$ cat src/rtl/debounce_pkg.sv
// debounce_pkg: shared types and constants for input_debouncer.
//   state_e      - 2-bit debouncer state encoding
//   cnt_width()  - width of a counter that can hold 0..n
//   GLITCH_CNT_W - width of the optional aborted-check counter
package debounce_pkg;

    typedef enum logic [1:0] {
        STABLE_LO = 2'd0,
        CHECK_HI  = 2'd1,
        STABLE_HI = 2'd2,
        CHECK_LO  = 2'd3
    } state_e;

    localparam int GLITCH_CNT_W = 8;

    function automatic int cnt_width(input int n);
        return $clog2(n + 1);
    endfunction

endpackage

$ cat src/rtl/sync_chain.sv
// sync_chain: SYNC_STAGES-deep flop synchroniser for an asynchronous 1-bit pin.
//   clk - sampling clock
//   rst - asynchronous active-low reset, loads RESET_VAL into every stage
//   d   - asynchronous input
//   q   - synchronised output
module sync_chain #(
    parameter int   SYNC_STAGES = 2,
    parameter logic RESET_VAL   = 1'b0
) (
    input  logic clk,
    input  logic rst,
    input  logic d,
    output logic q
);

    logic [SYNC_STAGES-1:0] chain_q;

    always_ff @(posedge clk or negedge rst) begin
        if (!rst) chain_q <= {SYNC_STAGES{RESET_VAL}};
        else      chain_q <= {chain_q[SYNC_STAGES-2:0], d};
    end

    assign q = chain_q[SYNC_STAGES-1];

endmodule

$ cat src/rtl/input_debouncer.sv
// input_debouncer: synchronises and debounces a raw pin, with edge strobes.
//   clk        - single clock
//   rst        - asynchronous active-low reset
//   raw        - unsynchronised input
//   clean      - debounced level (registered)
//   rise/fall  - one-cycle strobes when clean changes 0->1 / 1->0
//   busy       - high while a new level is being qualified
//   glitch_cnt - saturating count of aborted checks (only with GLITCH_CNT_EN)
module input_debouncer
    import debounce_pkg::*;
#(
    parameter int   SYNC_STAGES     = 2,
    parameter int   DEBOUNCE_CYCLES = 4,
    parameter logic RESET_VAL       = 1'b0
) (
    input  logic clk,
    input  logic rst,
    input  logic raw,
    output logic clean,
    output logic rise,
    output logic fall,
    output logic busy
`ifdef GLITCH_CNT_EN
    ,
    output logic [GLITCH_CNT_W-1:0] glitch_cnt
`endif
);

    localparam int     CNT_W     = cnt_width(DEBOUNCE_CYCLES);
    localparam state_e RST_STATE = RESET_VAL ? STABLE_HI : STABLE_LO;

    logic             s, last, abort;
    state_e           state_q, state_d;
    logic [CNT_W-1:0] cnt_q, cnt_d;
    logic             clean_q, clean_d, rise_q, rise_d, fall_q, fall_d, busy_q, busy_d;

    sync_chain #(.SYNC_STAGES(SYNC_STAGES), .RESET_VAL(RESET_VAL)) u_sync (
        .clk(clk),
        .rst(rst),
        .d  (raw),
        .q  (s)
    );

    always_ff @(posedge clk or negedge rst) begin
        if (!rst) begin
            state_q <= RST_STATE;
            cnt_q   <= '0;
            clean_q <= RESET_VAL;
            rise_q  <= 1'b0;
            fall_q  <= 1'b0;
            busy_q  <= 1'b0;
        end else begin
            state_q <= state_d;
            cnt_q   <= cnt_d;
            clean_q <= clean_d;
            rise_q  <= rise_d;
            fall_q  <= fall_d;
            busy_q  <= busy_d;
        end
    end

    // The sample that reaches DEBOUNCE_CYCLES-1 plus the current one completes the run.
    assign last = cnt_q == CNT_W'(DEBOUNCE_CYCLES - 1);

    always_comb begin
        state_d = state_q;
        cnt_d   = '0;
        abort   = 1'b0;
        case (state_q)
            STABLE_LO: begin
                state_d = s ? CHECK_HI : STABLE_LO;
                cnt_d   = s ? CNT_W'(1) : '0;
            end
            CHECK_HI: begin
                state_d = !s ? STABLE_LO : last ? STABLE_HI : CHECK_HI;
                cnt_d   = (s && !last) ? cnt_q + CNT_W'(1) : '0;
                abort   = !s;
            end
            STABLE_HI: begin
                state_d = !s ? CHECK_LO : STABLE_HI;
                cnt_d   = !s ? CNT_W'(1) : '0;
            end
            default: begin
                state_d = s ? STABLE_HI : last ? STABLE_LO : CHECK_LO;
                cnt_d   = (!s && !last) ? cnt_q + CNT_W'(1) : '0;
                abort   = s;
            end
        endcase
    end

    // Outputs are decoded from the next state so they land in the same edge as the state change.
    always_comb begin
        clean_d = (state_d == STABLE_HI) || (state_d == CHECK_LO);
        rise_d  = (state_q == CHECK_HI) && (state_d == STABLE_HI);
        fall_d  = (state_q == CHECK_LO) && (state_d == STABLE_LO);
        busy_d  = (state_d == CHECK_HI) || (state_d == CHECK_LO);
    end

    assign clean = clean_q;
    assign rise  = rise_q;
    assign fall  = fall_q;
    assign busy  = busy_q;

`ifdef GLITCH_CNT_EN
    logic [GLITCH_CNT_W-1:0] glitch_q;

    always_ff @(posedge clk or negedge rst) begin
        if (!rst)                          glitch_q <= '0;
        else if (abort && glitch_q != '1)  glitch_q <= glitch_q + GLITCH_CNT_W'(1);
    end

    assign glitch_cnt = glitch_q;
`else
    logic unused_abort;
    assign unused_abort = abort;
`endif

endmodule

$ cat config.mk
export PLATFORM = sky130hd
export DESIGN_NAME = input_debouncer
export DESIGN_NICKNAME = d
export VERILOG_FILES = /design/src/rtl/debounce_pkg.sv /design/src/rtl/sync_chain.sv /design/src/rtl/input_debouncer.sv
export SDC_FILE = /design/constraint.sdc
export NUM_CORES = 1
export LEC_CHECK = 0
export ABC_AREA = 1
export BUFFER_PORTS_ARGS = -buffer_cell sky130_fd_sc_hd__buf_2
export CAP_MARGIN = 40
export CORE_UTILIZATION = 30
export CTS_BUF_LIST = sky130_fd_sc_hd__clkbuf_4 sky130_fd_sc_hd__clkbuf_8 sky130_fd_sc_hd__clkbuf_16
export DETAILED_ROUTE_END_ITERATION = 10
export SLEW_MARGIN = 20
export SYNTH_ARGS = -nofsm -noshare
export SYNTH_HDL_FRONTEND = slang
export SYNTH_SLANG_ARGS = --single-unit
$ cat constraint.sdc
create_clock -name clk -period 1.6 [get_ports clk]
set_clock_uncertainty 0.15 [all_clocks]
set_input_delay 0.08 -clock clk [delete_from_list [all_inputs] [get_ports clk]]
set_output_delay 0.08 -clock clk [all_outputs]
set_load 0.03 [all_outputs]
; Word-level counts from Yosys, hierarchy flattened
; Index checks and enable logic that the tools add are counted.
[word_totals]
register_bits = 11
inputBits = 3
output_inout_bits = 4
word_cells = 37
[classes]
add_sub_neg = 1
eq_ne = 7
n_mux = 12
reduce_logical = 10
[op_table]
columns = cell, count
row1 = case mux 3 bit (3 select lines), 1
row2 = "equality test 2 bit, second input constant", 4
row3 = two-way mux 2 bit, 4
row4 = two-way mux 3 bit, 2
row5 = case mux 2 bit (3 select lines), 1
row6 = "equality test 2 x 1 -> 1 bit, second input constant", 2
row7 = logical AND 1 bit, 4
row8 = zero test 2 bit, 2
row9 = two-way mux 1 bit, 4
row10 = "adder 3 x 1 -> 3 bit, second input constant", 1
row11 = "equality test 3 x 2 -> 1 bit, second input constant", 1
row12 = zero test 1 bit, 2
row13 = logical OR 1 bit, 2

; Depth between registers and ports, before layout
; Gate-level depths: netlist (run 1).
[depth]
word_depth = 6
ltp_mapped = 6
ltp_nobuf = 6

; By module
; From an unflattened synthesis (run 1), not the netlist that was laid out.
[hier_totals]
hier_cells = 39
area_unflattened_um2 = 421.7
[by_module_without_submodules]
columns = mod, n_inst, cells_each, area_each_um2, seq_area_each_um2
row1 = input_debouncer, 1, 37, 371.6, 200.2
row2 = sync_chain, 1, 2, 50.0, 50.0

; Worst setup path before layout (run 1)
; OpenSTA, ideal clock, no wires.
[synth_timing]
path_kind = register to register
from = reg cnt_q[0]
to = reg fall_q (netlist: fall)
setup_ns = 0.116
t_arrival_ns = 1.093
required_ns = 1.334
path_slack_ns = 0.241
path_stages_with_launch = 7
n_path_buf = 0
synth_period_minus_slack_ns = 1.359
cell_sequence = dfrtp_1 -> ha_1 -> ha_1 -> nor2_4 -> nand3_2 -> nand2_2 -> nor2_2
[synth_via]
elab_chain_cells = 6
word_cells_on_any_way = 8
cone_classes = 1 x eq/ne / 5 x mux / 2 x reduce/logical
[synth_lines]
columns = item, line
row1 = "start, declared", input_debouncer.sv:34  ; logic [CNT_W-1:0] cnt_q, cnt_d;
row2 = "start signal, assigned", input_debouncer.sv:54  ; cnt_q <= cnt_d;
row3 = equality test 3 x 2 -> 1 bit *, input_debouncer.sv:63  ; assign last = cnt_q == CNT_W'(DEBOUNCE_CYCLES - 1);
row4 = two-way mux 2 bit (on tied branches) (2 in series), "input_debouncer.sv:84, input_debouncer.sv:75"
row5 = case mux 2 bit (3 select lines) *, input_debouncer.sv:69  ; case (state_q)
row6 = named net state_d[0], input_debouncer.sv:33  ; state_e state_q, state_d;
row7 = zero test 2 bit *, input_debouncer.sv:95  ; fall_d = (state_q == CHECK_LO) && (state_d == STABLE_LO);
row8 = logical AND 1 bit *, input_debouncer.sv:95
row9 = named net fall_d, input_debouncer.sv:35  ; logic clean_q, clean_d, rise_q, rise_d, fall_q, fall_d, busy_q, busy_d;
row10 = "end signal, assigned", input_debouncer.sv:57  ; fall_q <= fall_d;
row11 = "end, declared", input_debouncer.sv:35
; Mark *: on every way through the listed nets, which the timed path passes. The rest lies on a longest branch.

; Worst setup path in the final report (run 1)
; Same ends and word-level chain as after synthesis.

==> results.md, run 1 <==
- The number of max-slew violations in the final report is 0.
- In the routed layout, each cell is associated on average with a via count of 4.16.
- The switching power of the nets is 0.345 mW.
- Clock-pin slew was measured on the worst setup and hold paths at 0.06 ns.
- Dividing the synthesized area by the synthesized cell count gives 11.0 µm².
- The count of placed standard cells in the final layout, fillers left out is 68.
- In this run, the combinational gates consume 34.8% of the power.
- The row count is 13.
- The maximum level of the CTS H-tree is 1.
- The sequential cell area in the final layout is 275 µm².
- The buffer type at the clock tree root is clkbuf_4.
- The number of flops mapped to enable cells by yosys is 0.
- The count of unique library cells instantiated by Yosys is 12.
- Across the run, the number of max-cap violations was 0.
- The global routing stage identified its most utilized layer as met2.
- At the worst endpoint, the required time is 1.61 ns.
- The routed layout has 283 vias.
- Setup repair after global routing left no endpoint under its margin.
- Wires add up to 613 µm.
- The met2 layer usage reported by global route is 14.7%.
- The number of DRC markers in iteration 0 is 5.
- The aggregate global-route resource usage is 10.8%.
- The signed area change from the synthesized netlist to the final layout is 21.9%.
- The count of cell instances traversed by the critical path is 6.
- Counting every net in the synthesized netlist gives 47.
- The sequential cell area fraction in the yosys report is 61.1%.
- Summed over all layers, the global routing overflow is 0.
- The worst hold path belongs to the class input pin to asynchronous set/reset pin.
- The most common cell in the synthesized netlist is dfrtp_1.
- The global routing usage on met3 is 8.15%.
- Derived from the worst setup path, the maximum achievable clock frequency is 685 MHz.
- The core region is 0.00135 mm².
- The TritonCTS clock tree is built.
- Counting cells, the worst reg-to-reg path comes to 6.
- At the placement stage, the worst setup path has a slack of 0.140 ns.
- The internal power of the cells totals 0.578 mW.
- Yosys printed 0 warnings.
- The flow ran to the end, and the final reports show no timing, DRC or antenna violations.
- The post-layout utilization of the core is 40.7%.
- The primary flip-flop cell chosen by synthesis mapping is dfrtp_1.
- The number of placed instances, taps included, is 62.
- The switching part of the total is 37.4%.
- The actual transition at the worst max-transition pin is 0.249 ns.
- The later-pin clock latency in the skew report is 0.26 ns.
- The delay of the slowest cell on the worst path is 0.39 ns.
- The die extent in x is 40.8 µm.
- The launching element type of the critical path is a register.
- The layout filler cell count is 134.
- The effective utilization at floorplan is 33.4%.
- Along the worst path, the maximum fanout reaches 4.
- The die covers 0.00166 mm².
- The critical path goes through ha_1 -> ha_1 -> nor2_4 -> nand3_2 -> nand2_2 -> nor2_2.
- The top cell type by area accounts for 61.1% of the synthesized area.
- After synthesis, the cell types taking the most area are dfrtp_1, ha_1, inv_1.
- Summing all multi-input logic gate instances after layout gives 141 µm².
- The cell type of the slowest stage on the worst timing path is dfrtp_1.
- After the last flow step, the layout net total stands at 60.
- The y dimension of the die is 40.8 µm.
- Dividing the detail-routed wire length by the instance count gives 9.01 µm.
- In the post-route analysis, the smallest setup slack over all paths is 0.139 ns.
- The first-pass iteration count of the detailed router is 2.
- Setup violations remaining at the end of the flow were counted as 0.
- The gate family responsible for the most delay along the worst path is adder cells.
- The number of antenna diodes in the final layout is 0.
- After routing, the total negative slack on setup checks comes to 0 ns.
- The worst setup path is of the register to register kind.
- Of the cells placed in the final design, the portion with a size suffix greater than 1 is 32.1%.
- The cell count after synthesis is 41.
- Input and output buffers added on the ports amount to 6.
- The post-detailed-route DRC marker count is 0.
- Entering global routing, the biggest net connects 12 pins.
- The type of element capturing the critical path is a register.
- The final antenna-violating net count is 0.
- The congestion estimate from routability-driven global placement came to 0.651.
- The mapped netlist covers 450 µm².
- The number of hold violations in the final report is 0.
- For the worst setup path, the data arrival time is 1.47 ns.
- The part of the power in registers is 44.0%.
- The buffers plus inverters on the worst setup path is 0.
- The number of global-route vias before repair was 249.
- The headroom to the max-slew limit is 83.4%.
- The total of flip-flops plus latches after synthesis is 11.
- Of the available clock period, the critical path in the final layout requires 91.3%.
- The half-perimeter wire length after placement is 474 µm.
- The shortest clock period the worst path allows after layout is 1.46 ns.
- The cell area power density is 1680 mW/mm².
- The proportion of register bits with asynchronous set or reset after synthesis is 100%.
- The top cell type by total area after synthesis is dfrtp_1.
- The commonest cells after synthesis are dfrtp_1, inv_1, nand2_1.
- The number of clock sinks seen by CTS is 11.
- The clock tree buffer depth is 2.
- The count of pins on the block boundary is 7.
- The clock network is responsible for 21.2% of the overall power.
- The initial antenna violation count is 0.
- The wire length of the first global-routing pass is 1.04 mm.
- The cell leakage power is 0.303 nW.
- For this run, global-route usage on met1 was measured as 12.4%.
- The total CTS buffers is 3.
- VDD sags by at most 0.000663 V.
- The cell repeated most along the worst path is ha_1.
-- worst paths after layout --
path | from | end | slack [ns]
worst max-delay path | cnt_q[0]$_DFF_PN0_ | fall$_DFF_PN0_ | 0.14
max in group asynchronous | rst | cnt_q[1]$_DFF_PN0_ | 1.04
worst max register to register | cnt_q[0]$_DFF_PN0_ | fall$_DFF_PN0_ | 0.14
min in group clk | u_sync.chain_q[0]$_DFF_PN0_ | u_sync.chain_q[1]$_DFF_PN0_ | 0.20
worst min register to register | u_sync.chain_q[0]$_DFF_PN0_ | u_sync.chain_q[1]$_DFF_PN0_ | 0.20
worst min-delay path | rst | clean$_DFF_PN0_ | 0.06
-- sequential cells by signal, summed over array words and instances (netlist names) --
signal	count
busy	1
u_sync.chain_q	2
cnt_q	3
clean	1
state_q	2
rise	1
fall	1
-- power by group through the flow --
stage	Combinational (mW)	Sequential, mW	Clock, mW
floorplan	0.202	0.458	0
finish	0.321	0.406	0.196
detailed placement	0.325	0.410	0
CTS	0.328	0.406	0.209
global placement	0.316	0.407	0
global route	0.372	0.422	0.228
-- metrics by stage --
stage	cell area, µm²	hold slack, ns	power, mW
2_1_floorplan	450	-0.366	0.659
3_3_place_gp	499	-0.196	0.723
3_5_place_dp	499	-0.185	0.735
4_1_cts	549	0.0555	0.943
5_1_grt	549	0.0817	1.02
6_report	549	0.0598	0.923
-- cells in the final DEF (no fill, tap or decap), drive strengths merged --
cell type,n
nand4,3
o21ai,1
nor2,5
nand3,2
buf,6
clkbuf,4
inv,9
ha,3
dfrtp,11
dlygate4sd3,2
nand2,7
-- metal layers --
metal / vias up / wire length (µm) / share of wire (%)
li1: 153 / - / -
met1: 119 / 291 / 47
met2: 9 / 273 / 45
met3: 2 / 33 / 5.4
met4: 0 / 14 / 2.3
met5: - / 0 / 0
-- final cells by class --
cell class	count	area share [%]
Multi-Input combinational cell	21	25.7
Sequential cell	11	50.1
Inverter	9	6.15
Clock buffer	4	5.47
Tap cell	15	3.42
Timing Repair Buffer	8	9.11
-- cell families after synthesis --
family	share of synthesized area [%]
and+or+nand+nor	21.9
DFF	61.1
buffers and inverters	7.50
adders and majority gates	8.33
AOI/OAI and AO/OA	1.11
-- timing repair --
action | 4_1_cts | 5_1_grt
hold buffers | 2 | 0
setup endpoints to repair | 0 | 0
endpoints found under the hold margin | 12 | 0
buffers inserted | 0 | 0
gates resized for setup | 0 | 0
Power figures use the tool's default switching activity.
==> inputs of run 2 (changes only) <==
PLACE_DENSITY = 0.55   (was unset)
==> run 2 against run 1 <==
  * Routed wire length increased by 5.1%
  * Global-route usage is 0.56 points lower
  * Critical path depth unchanged
  * Via count is 2.1% higher
  * Largest cell class unchanged
  * Largest power group unchanged
  * First-iteration DRC count stayed put
  * Core utilization is the same
  * Sequential share of layout area unchanged
  * Critical path type unchanged
  * Non-clock buffer count did not move
==> results.md, run 2 (same netlist as run 1, synthesis figures left out) <==
- The critical path in this run is classified as register to register.
- Global routing used 10.3% of the available tracks across all layers.
- Setup repair after global routing left no endpoint under its margin.
- The length in cells of the worst reg-to-reg path is 6.
- The buffers inserted during post-CTS setup optimization is 0.
- STA puts the critical path data arrival time at 1.48 ns.
- The cell type of the slowest stage on the worst timing path is dfrtp_1.
- The library cells used most frequently in the layout, excluding fill and tap cells, are dfrtp_1, inv_1, buf_2, nand2_1, clkbuf_4.
- The total CTS buffers is 3.
- The launching element type of the critical path is a register.
- The worst min-delay path class is input pin to asynchronous set/reset pin.
- At the pin with the least slew margin, the transition time is 0.244 ns.
- The overall die area is 0.00166 mm².
- Headroom to the max-slew limit came out at 83.7%.
- The final layout contains 60 nets.
- The type of element capturing the critical path is a register.
- During placement, the flow inserted port buffers numbering 6.
- Timing analysis after detailed placement gives a worst setup slack of 0.138 ns.
- The TritonCTS clock tree is built.
- The signed area change from the synthesized netlist to the final layout is 21.9%.
- The average via count per standard cell is 4.25.
- The flip-flop count of the largest register after layout is 3.
- CTS saw 11 sinks.
- The delay of the slowest cell on the worst path is 0.38 ns.
- For this design, the CTS-stage hold fixing added 2 buffers.
- The area of the placeable core is 0.00135 mm².
- Power spread over the standard cell area amounts to 1700 mW/mm².
- Following the worst setup path forward leads to its endpoint at fall$_DFF_PN0_.
- 0 antenna diodes ended up in the layout.
- The highest attainable clock frequency is 682 MHz.
- The analysis attributes to cell leakage a power of 0.303 nW.
- The initial antenna violation count came to 0.
- The source of the critical timing path is cnt_q[0]$_DFF_PN0_.
- Clock latency on the worst-skew pair, taken at its later pin, is 0.26 ns.
- After clock tree synthesis, the repair step resized 0 gates.
- STA puts the critical path data required time at 1.61 ns.
- The overall routed net length is 644 µm.
- The number of DRC markers in iteration 0 is 5.
- For this run, the share of the core covered by cells in the final layout is 40.7%.
- The run finished with clean final reports.
- The count of placed standard cells in the final layout, fillers left out is 68.
- The final critical path takes up 91.7% of the cycle.
- The effective utilization at floorplan is 33.4%.
- Once placement completed, the tool counted placed cells totaling 62.
- The number of global-route vias before repair is 238.
- The worst register-to-register path begins at cnt_q[0]$_DFF_PN0_.
- The detail route stage leaves a number of antenna-violating nets equal to 0.
- The detailed-route wire length per cell is 9.47 µm.
- The first-pass iteration count of the detailed router is 2.
- The ratio of cells with drive above 1 in the final layout is 32.1%.
- Of all nets on the critical path, the largest fanout is 4.
- For this run, design rule violations remaining after detail routing come to 0.
- The weighted congestion at the end of routability-driven global placement is 0.704.
- In this run the deepest clock path goes through 2 buffers.
- 7 I/O pins were placed.
- The final sum of negative setup slack is 0 ns.
- For flop-to-flop paths, the worst setup slack is 0.13 ns.
- The shortest clock period the worst path allows after layout is 1.47 ns.
- After layout, the worst setup slack is 0.133 ns.
- The HPWL after detailed placement is 454 µm.
- The row count is 13.
- The final setup violation count is 0.
- The buffer type at the clock tree root is clkbuf_4.
- For this run the aggregate overflow at the end of global routing stands at 0.
- The worst-case IR drop observed on VDD is 0.000794 V.
- The largest net degree at the start of global routing is 12.
- The clock transition at the register clock pins on the worst setup and hold paths after CTS is 0.07 ns.
- The wire length of the first global-routing pass is 1.00 mm.
- The number of violations of the max-capacitance limit is 0.
- Final hold analysis gives a worst-case slack of 0.0582 ns.
- The die extent in x is 40.8 µm.
- The largest registers in the layout are cnt_q: 3 flops, state_q: 2 flops, u_sync.chain_q: 2 flops.
- The number of max-slew violations in the final report was 0.
- The number of hold violations in the final report came to 0.
- For this block, the via count after detailed routing is 289.
- The largest register by flop count is cnt_q.
- The signal on the critical path passes through ha_1 -> ha_1 -> nor2_4 -> nand3_2 -> nand2_2 -> nor2_2.
- The capture instance of the worst register-to-register path is fall$_DFF_PN0_.
- The commonest non-fill, non-tap cell in the layout is dfrtp_1.
- The cell repeated most along the worst path is ha_1.
- The maximum level of the CTS H-tree is 1.
- The y dimension of the die is 40.8 µm.
-- run 2: cell counts in the layout (fill, tap and decap cells not counted) --
No cell type changed its count.
-- run 2: area by class of cell --
class / instances / area, µm²
Fill cell: 142 / 801
Sequential cell: 11 / 275
Multi-Input combinational cell: 21 / 141
Timing Repair Buffer: 8 / 50.0
Inverter: 9 / 33.8
Clock buffer: 4 / 30.0
Tap cell: 15 / 18.8
-- run 2: metrics by stage --
stage	cell area [µm²]	power (mW)
floorplan	450	0.659
global placement	499	0.730
detailed placement	499	0.735
CTS	549	0.950
global route	549	1.02
finish	549	0.934
-- run 2: how the worst min path moves through the flow --
stage / endpoint / slack [ns] / depth (start not counted)
floorplan: busy$_DFF_PN0_ / -0.37 / 0
global placement: clean$_DFF_PN0_ / -0.19 / 1
detailed placement: clean$_DFF_PN0_ / -0.19 / 1
CTS: clean$_DFF_PN0_ / 0.06 / 2
global route: state_q[1]$_DFF_PN0_ / 0.09 / 2
finish: clean$_DFF_PN0_ / 0.06 / 2
-- run 2: routing by layer --
metal	GRT usage, %	share of wire (%)	up-vias
li1	-	-	151
met1	12.8	52	127
met2	13.5	41	11
met3	8.15	7.5	0
met4	2.50	0	0
met5	0	0	-
-- run 2: critical path: cells and delay by family, from the launching register on --
kind                       cells  cell delay, ns
adders and majority gates      2            0.45
DFF                            1            0.38
and+or+nand+nor                4            0.38
-- run 2: power breakdown --
| part | internal (mW) | switching (mW) |
|---|---|---|
| combinational | 0.106 | 0.218 |
| sequential | 0.359 | 0.0474 |
| clock | 0.113 | 0.0887 |
| total | 0.579 | 0.355 |
==> inputs of run 3 (changes only) <==
SYNTH_HIERARCHICAL = 1   (was unset)
==> run 3 against run 2 <==
  * Die area decreased by 6.1%
  * Combinational power decreased by 5%
  * Final cell count decreased by 2.9%
  * Hold slack got worse by 0.0067 ns
  * First-iteration DRC count decreased by 80%
  * Cell area decreased by 4.1%
  * Via count decreased by 1.4%
  * Critical path type unchanged
  * Critical endpoint unchanged
==> results.md, run 3 <==
- The register with the most flip-flops in the final layout is cnt_q.
- The part of the power in registers is 40.5%.
- In this run the cell area of the synthesized design comes to 422 µm².
- OpenSTA, run right after detailed placement, puts the worst setup slack at 0.160 ns.
- Counting distinct cell types in the post-synthesis netlist gives 12.
- The clock passes through at most 2 buffers.
- The count of input and output buffers is 6.
- The tool flagged a number of max-cap violations equal to 0.
- Entering global routing, the biggest net connects 11 pins.
- Cell internal power was estimated by the tool at 0.562 mW.
- By area the synthesized netlist is led by dfrtp_1, ha_1, inv_1.
- The total of flip-flops plus latches after synthesis is 10.
- The highest attainable clock frequency is 691 MHz.
- For this run, the share of the core covered by cells in the final layout is 40.5%.
- The worst register-to-register path has a setup slack of 0.15 ns.
- Clock-pin slew was measured on the worst setup and hold paths at 0.07 ns.
- The y dimension of the die is 39.5 µm.
- For this run, asynchronously set or reset flops after synthesis account for 100%.
- The number of max-slew violations in the final report is 0.
- The data arrival at the endpoint of the critical path is 1.46 ns.
- The flow ran to the end, and the final reports show no timing, DRC or antenna violations.
- The startpoint identified for the worst register-to-register timing path is cnt_q[0]$_DFF_PN0_.
- The layout filler cell count is 138.
- The commonest cells after synthesis are dfrtp_1, inv_1, nand2_1.
- dfrtp_1 is the most common cell in the netlist.
- The net total in the final layout is 58.
- The tree is rooted in a clkbuf_4.
- The total nets after synthesis is 45.
- The critical path in this run is classified as register to register.
- The total CTS buffers is 3.
- The number of DRC markers in iteration 0 is 1.
- In this run the worst setup path terminates at fall$_DFF_PN0_.
- The cell count after synthesis came out at 39.
- The post-cts repair resize count is 0.
- The portion of the clock cycle consumed by the worst path in the final layout is 90.5%.
- STA classifies the critical path endpoint as a register.
- The final worst-path setup slack is 0.152 ns.
- The biggest area contributor in the post-synthesis netlist is dfrtp_1.
- Global routing consumed, over all layers together, 11.8% of the routing resources.
- The part of the power in the clock network is 25.2%.
- The number of vias in the routed layout is 285.
- Dividing the detail-routed wire length by the instance count gives 8.86 µm.
- The final setup violation count is 0.
- The final layout contains routed wiring with a total length of 585 µm.
- The clock net in this run drives a total of 10 sinks.
- The final sum of negative setup slack is 0 ns.
- The leftover overflow at the end of global routing is 0.
- The die extent in x is 39.5 µm.
- For this design the ratio of total power to cell area is 1710 mW/mm².
- TritonCTS built the clock tree.
- In the final layout, the share of cells above drive strength 1 is 33.3%.
- The number of synthesis warnings is 6.
- From synthesis to final layout, the design area changed by 24.9%.
- After synthesis, the mean cell area works out to 10.8 µm².
- The post-detailed-route DRC marker count is 0.
- The capture instance of the worst register-to-register path is fall$_DFF_PN0_.
- The launching element type of the critical path is a register.
- The initial utilization of the core area, before any placement, comes to 32.4%.
- Summed over all cells, the static leakage comes to 0.290 nW.
- The number of hold violations in the final report was 0.
- In this run the cell area measured after placement is 470 µm².
- The worst pin sits at a relative slew slack of 84.7%.
- Setup repair after global routing left no endpoint under its margin.
- The actual transition at the worst max-transition pin is 0.230 ns.
- The top cell types in the final layout, fill and taps aside, are dfrtp_1, inv_1, buf_2, nand2_1.
- Sequential cells were found to cover 59.3% of the synthesized design area.
- The analysis attributes to net switching a power of 0.339 mW.
- The area of the placeable core is 0.00130 mm².
- The required time at the endpoint of the critical path is 1.61 ns.
- The fraction of power consumed by combinational cells is 34.3%.
- The largest registers in the layout are cnt_q: 3 flops, state_q: 2 flops, u_sync/chain_q: 2 flops.
- The weighted congestion at the end of routability-driven global placement is 0.758.
- The initial antenna violation count came to 0.
- The register with the most flip-flops in the layout has 3 of them.
- The worst min-delay path class is input pin to asynchronous set/reset pin.
- The final antenna-violating net count is 0.
- Net switching is 37.6% of the power.
- The half-perimeter wire length after placement is 419 µm.
- IR analysis of the VDD net gives a maximum drop of 0.000755 V.
- The repair_antennas step left the layout with diodes totalling 0.
- Leaving out fill and tap cells, the most frequent cell in the layout is dfrtp_1.
- The number of global-route vias before repair came to 263.
- In the synthesized netlist the dominant register cell turns out to be dfrtp_1.
- The average via count per standard cell is 4.32.
- The first-pass iteration count of the detailed router is 2.
- The smallest hold slack is 0.0515 ns.
- The finished cells cover 527 µm².
- The fraction of synthesized cell area taken by the top area cell type is 59.3%.
- For the worst-skew pair, the clock arrives at the later sink with an insertion delay of 0.26 ns.
- The row count is 13.
- The maximum level of the CTS H-tree is 1.
- The routed design could run at a clock period as short as 1.45 ns.
- The length in cells of the worst reg-to-reg path is 6.
- The source of the critical timing path is cnt_q[0]$_DFF_PN0_.
- 7 I/O pins were placed.
- The wire length of the first global-routing pass is 1.12 mm.
- The number of flops mapped to enable cells by yosys is 0.
- The worst-path maximum fanout is 3.
- The floorplan step defined a die boundary enclosing 0.00156 mm².
## run 3: cells by family after synthesis
logic type | count (synthesis) | synth area share [%]
AOI/OAI and AO/OA | 1 | 1.19
adders and majority gates | 3 | 8.90
buffers and inverters | 9 | 8.01
DFF | 10 | 59.3
and+or+nand+nor | 16 | 22.6
## run 3: area by class of cell
type	count	area [µm²]	area share (%)
Tap cell	15	18.8	3.56
Multi-Input combinational cell	20	138	26.1
Sequential cell	10	250	47.5
Clock buffer	4	36.3	6.89
Inverter	9	33.8	6.41
Timing Repair Buffer	8	50.0	9.50
## run 3: metal layers
metal  part of all wire, %  track usage, %  up-vias
li1                      -               -      144
met1                    50            15.1      131
met2                    42            15.6        8
met3                   4.8            5.11        2
met4                   2.9            7.76        0
met5                     0               0        -
## run 3: repair_timing
item,CTS,global route
buffers inserted,0,0
hold buffers,2,0
endpoints found under the hold margin,11,0
## run 3: power by group through the flow
stage	Combinational [mW]	Clock (mW)	Sequential (mW)
5_1_grt	0.356	0.244	0.378
3_5_place_dp	0.307	0	0.370
2_1_floorplan	0.191	0	0.418
6_report	0.309	0.227	0.365
4_1_cts	0.315	0.233	0.366
3_3_place_gp	0.311	0	0.370
## run 3: critical path, stage by stage, from the launching register on
cell and delay (ns):
dfrtp_1 0.38, ha_1 0.22, ha_1 0.23, nor2_4 0.13, nand3_2 0.10, nand2_2 0.09, nor2_2 0.03
## run 3: worst min-delay path by stage
stage	startpoint	end	slack [ns]
final	rst	u_sync/chain_q[0]$_DFF_PN0_	0.05
after global placement	rst	u_sync/chain_q[0]$_DFF_PN0_	-0.20
after CTS	rst	cnt_q[0]$_DFF_PN0_	0.05
after detailed placement	rst	u_sync/chain_q[0]$_DFF_PN0_	-0.19
after global routing	rst	fall$_DFF_PN0_	0.08
after floorplan	rst	clean$_DFF_PN0_	-0.37
## run 3: per-stage QoR
step           instances  power [mW]
5_1_grt               66       0.977
4_1_cts               66       0.915
3_3_place_gp          60       0.681
2_1_floorplan         39       0.609
6_report              66       0.901
3_5_place_dp          60       0.677
